--- config.mk ---
export PLATFORM = sky130hd
export DESIGN_NAME = polar_inst_fetch
export DESIGN_NICKNAME = d
export VERILOG_FILES = /design/src/rtl/polar_inst_fetch.sv
export SDC_FILE = /design/constraint.sdc
export NUM_CORES = 1
export LEC_CHECK = 0
export BUFFER_PORTS_ARGS = -buffer_cell sky130_fd_sc_hd__clkbuf_2
export CAP_MARGIN = 20
export CORE_MARGIN = 5
export CORE_UTILIZATION = 35
export DETAILED_ROUTE_END_ITERATION = 10
export SLEW_MARGIN = 20
export SYNTH_ARGS = -nofsm -noshare
export SYNTH_HDL_FRONTEND = slang
export SYNTH_SLANG_ARGS = --single-unit
--- constraint.sdc ---
create_clock -name clk -period 2.2 [get_ports clk]
set_input_delay 0.22 -clock clk [delete_from_list [all_inputs] [get_ports clk]]
set_output_delay 0.22 -clock clk [all_outputs]
set_load 0.01 [all_outputs]
--- src/rtl/polar_inst_fetch.sv ---
// polar_inst_fetch: walks the PC over the instruction memory and registers each
// returned instruction into a valid/ready stage feeding the decode datapath.
module polar_inst_fetch #(
    parameter int ADDR_W   = 8,
    parameter int INST_W   = 12,
    parameter int INST_NUM = 64
) (
    input  logic              clk,
    input  logic              rst_n,
    input  logic              start,
    input  logic              flush,
    output logic [ADDR_W-1:0] mem_addr,
    output logic              mem_en,
    input  logic [INST_W-1:0] mem_inst,
    output logic [INST_W-1:0] inst,
    output logic              inst_valid,
    input  logic              inst_ready,
    output logic              busy,
    output logic              done
);
    typedef enum logic [1:0] {IDLE, RUN, LAST} state_t;

    // Final address kept at ADDR_W bits; pc stops here, so INST_NUM=2^ADDR_W never wraps.
    localparam logic [ADDR_W-1:0] PC_END = ADDR_W'(INST_NUM - 1);

    state_t            state, state_nx;
    logic [ADDR_W-1:0] pc, pc_nx;
    logic              load, hs;

    assign load     = state == RUN && (!inst_valid || inst_ready);
    assign hs       = state == LAST && inst_valid && inst_ready;
    assign mem_addr = pc;
    assign mem_en   = state == RUN;
    assign busy     = state != IDLE;

    always_comb begin
        state_nx = state;
        pc_nx    = pc;
        if (flush) begin
            state_nx = IDLE;
            pc_nx    = '0;
        end else begin
            case (state)
                IDLE: if (start) begin
                    state_nx = RUN;
                    pc_nx    = '0;
                end
                RUN: if (load) begin
                    state_nx = pc == PC_END ? LAST : RUN;
                    pc_nx    = pc == PC_END ? pc : pc + 1'b1;
                end
                LAST: state_nx = hs ? IDLE : LAST;
                default: state_nx = IDLE;
            endcase
        end
    end

    always_ff @(posedge clk or negedge rst_n) begin
        if (!rst_n) begin
            state      <= IDLE;
            pc         <= '0;
            inst       <= '0;
            inst_valid <= 1'b0;
            done       <= 1'b0;
        end else begin
            state      <= state_nx;
            pc         <= pc_nx;
            inst       <= !flush && load ? mem_inst : inst;
            inst_valid <= flush ? 1'b0 : load ? 1'b1 : hs ? 1'b0 : inst_valid;
            done       <= !flush && hs;
        end
    end
endmodule

==> results.ini <==
[cells_and_area]
drive_gt1_share_pct = 42.76
instances_no_fill = 200
syn_to_final_growth_pct = 24.61
final_util_pct = 44.10
layout_commonest_cell = clkbuf_2
diodes = 0
final_cell_mix = 40 x clkbuf_2, 24 x dfrtp_1, 10 x mux2_4
fin_nets = 171

[sta]
slew_headroom_pct = 58.85
slew_viol_final = 0
rsz0062_at_grt = false
fin_skew_ns = 0.006989
final.setup.worst_slack_ns = 0.4509
setup_viol = 0
fin_crit_sh_pct = 79.50
clock.fmax_ghz = 0.5717
min_period_ns = 1.749
setup_tns_ns = 0
worst_pin_slew_ns = 0.6172
final-hold-violation-count = 0
whs_ns = 0.1873

[detailed_routing]
drt_first_pass_iters = 4
drc = 0
wl_met1_mm = 1.282
highest_layer = met4
drtAntennaViolNets = 0
wl_met3_um = 97
vias = 987
dr_wl_met2_mm = 1.475
routedWlPerCell_um = 14.45
viasPerCell = 4.935
routed_wl_mm = 2.890
first_iter_violations = 67

[pwr]
p_leak_uw = 0.0007594
power_frac_clock_pct = 29.1
pwr-share-comb_pct = 26.6
p_seq_share_pct = 44.3
swShare_pct = 26.87
p_switching_uw = 353.0
p_int_uw = 960.6
powerDensity_nw_per_um2 = 826.0
vdd_ir_drop_max_mv = 0.2227

[synthesis]
synth_cells = 110
synthTopCellsByArea = dfrtp_1 47%, mux2_4 12%, a31oi_1 2.5%, nand2_1 2.1%, a21oi_1 2.0%
yosys_warnings = 0
synth_area_leader_cell = dfrtp_1
ys_seq_elements = 24
synth.top_cell.area_share_pct = 47.06
synth-seq-area-share_pct = 47.06
synth_fp_nets = 128
synth_cell_types = 40
synth.avg_cell_area_um2 = 11.60
syn_area_um2 = 1276

[job]
drv_cap = 0

[floorplanning]
die_area_um2 = 4954
chipHeight_um = 70.39
rows = 22
ios = 41
die_x_um = 70.39
initial_core_util_pct = 35.39
core_area_um2 = 3606

[setup_path]
cp.arrival_ns = 1.90
cp_max_fo = 12
end_kind = flop
required_ns = 2.35
critical_path_class = flop to flop
critPathLaunchType = flop

[clocking]
clk_pin_slew_worst_paths_ns = 0.09
numCtsBuffers = 3
cts_tree = built
cts_setup_buffers = 0
clockBufferDepth = 2
h-tree-depth = 1
clkLatencyLatePin_ns = 0.26
cts_num_sinks = 24
cts_root_buffer = clkbuf_8
cts_resized = 0

[grt]
grt_pass1_vias = 950
track_usage_pct = 11.69
antenna_found_initial = 0
grt_max_degree = 25
grt_pass1_wl_mm = 4.629
grt_overflow = 0

[place]
portBuffers = 40
gp_congestion = 0.8067
place_hpwl_mm = 2.215
pre_cts_ws_ns = 0.4632
place_inst = 195

[worst_hold_path]
min_path_type = primary input to flop

[status]
outcome = finished, final reports clean

area by class of cell:
cell class	count	area, um2
fill	351	2016
inverter	5	18.77
clock buffer	3	41.29
tap	48	60.06
sequential	24	600.6
clock inverter	1	30.03
multi-input combinational	76	614.3
timing repair buffer	43	225.2
cell families (layout without fill, tap and decap cells):
kind of cell	Yosys count	in the layout	share of synthesized area (%)
simple gates	39	39	20.10
compound gates	23	23	12.74
mux	13	13	14.31
flops	24	24	47.06
fa+ha+maj	1	1	0.9802
buf+inv	10	52	4.803
synthesized netlist by cell type (all sizes together):
library cell and n:
a211o 1, nand3 5, nand4 3, a211oi 2, nor3b 1, nor2 3, and2 1, nor3 3
buf 5, ha 1, inv 5, and3 1, a311o 1, or3b 1, or2 1, nand2b 1
a21o 1, o32a 1, o211a 1, mux2i 1, nand2 7, nor2b 5, o32ai 1, nor4b 1
mux2 12, a31oi 5, dfrtp 24, o211ai 2, nand4b 1, and4 1, o21ai 3, or3 2
a21oi 5, nor4 2
sequential cells by signal, summed over array words and instances, names as in the netlist:
name,count
inst,12
mem_addr,8
state,2
done,1
inst_valid,1
routing by layer:
metal | global-route usage (%) | up-vias
li1 | - | 489
met1 | 15.27 | 480
met2 | 18.92 | 16
met3 | 1.871 | 2
met4 | 5.106 | 0
met5 | 0 | -
final timing paths:
kind                              from           to  slack, ns  cells after the start
setup / recovery              state[1]      inst[7]       0.45                      3
hold / removal             mem_inst[8]      inst[8]       0.19                      2
setup reg to reg              state[1]      inst[7]       0.45                      3
hold reg to reg               inst[11]     inst[11]       0.52                      1
max in group asynchronous        rst_n     inst[10]       1.29                      2
min in group asynchronous        rst_n  mem_addr[4]       0.49                      2
worst max-delay path, stage by stage (launching register included):
cell and delay [ns]:
dfrtp_1 0.52, nor3b_4 0.42, nand2b_2 0.32, mux2_4 0.38
power groups by stage:
stage               clock network, uW  logic [uW]  registers, uW
global placement                    0         345            588
floorplan                           0         185            616
global route                      410         381            596
finish                            382         350            582
CTS                               396         356            582
detailed placement                  0         353            591
repair_timing:
| action | CTS | global route |
|---|---|---|
| hold buffers | 1 | 0 |
| endpoints found under the setup margin | 0 | 0 |
| endpoints found under the hold margin | 24 | 0 |
through the flow:
step | total power, uW | cell area, um2
4_1_cts | 1334 | 1590
5_1_grt | 1387 | 1590
2_1_floorplan | 800.1 | 1276
3_3_place_gp | 933.3 | 1509
6_report | 1314 | 1590
3_5_place_dp | 943.6 | 1509
Note: power is estimated with default switching activity, not from simulation.
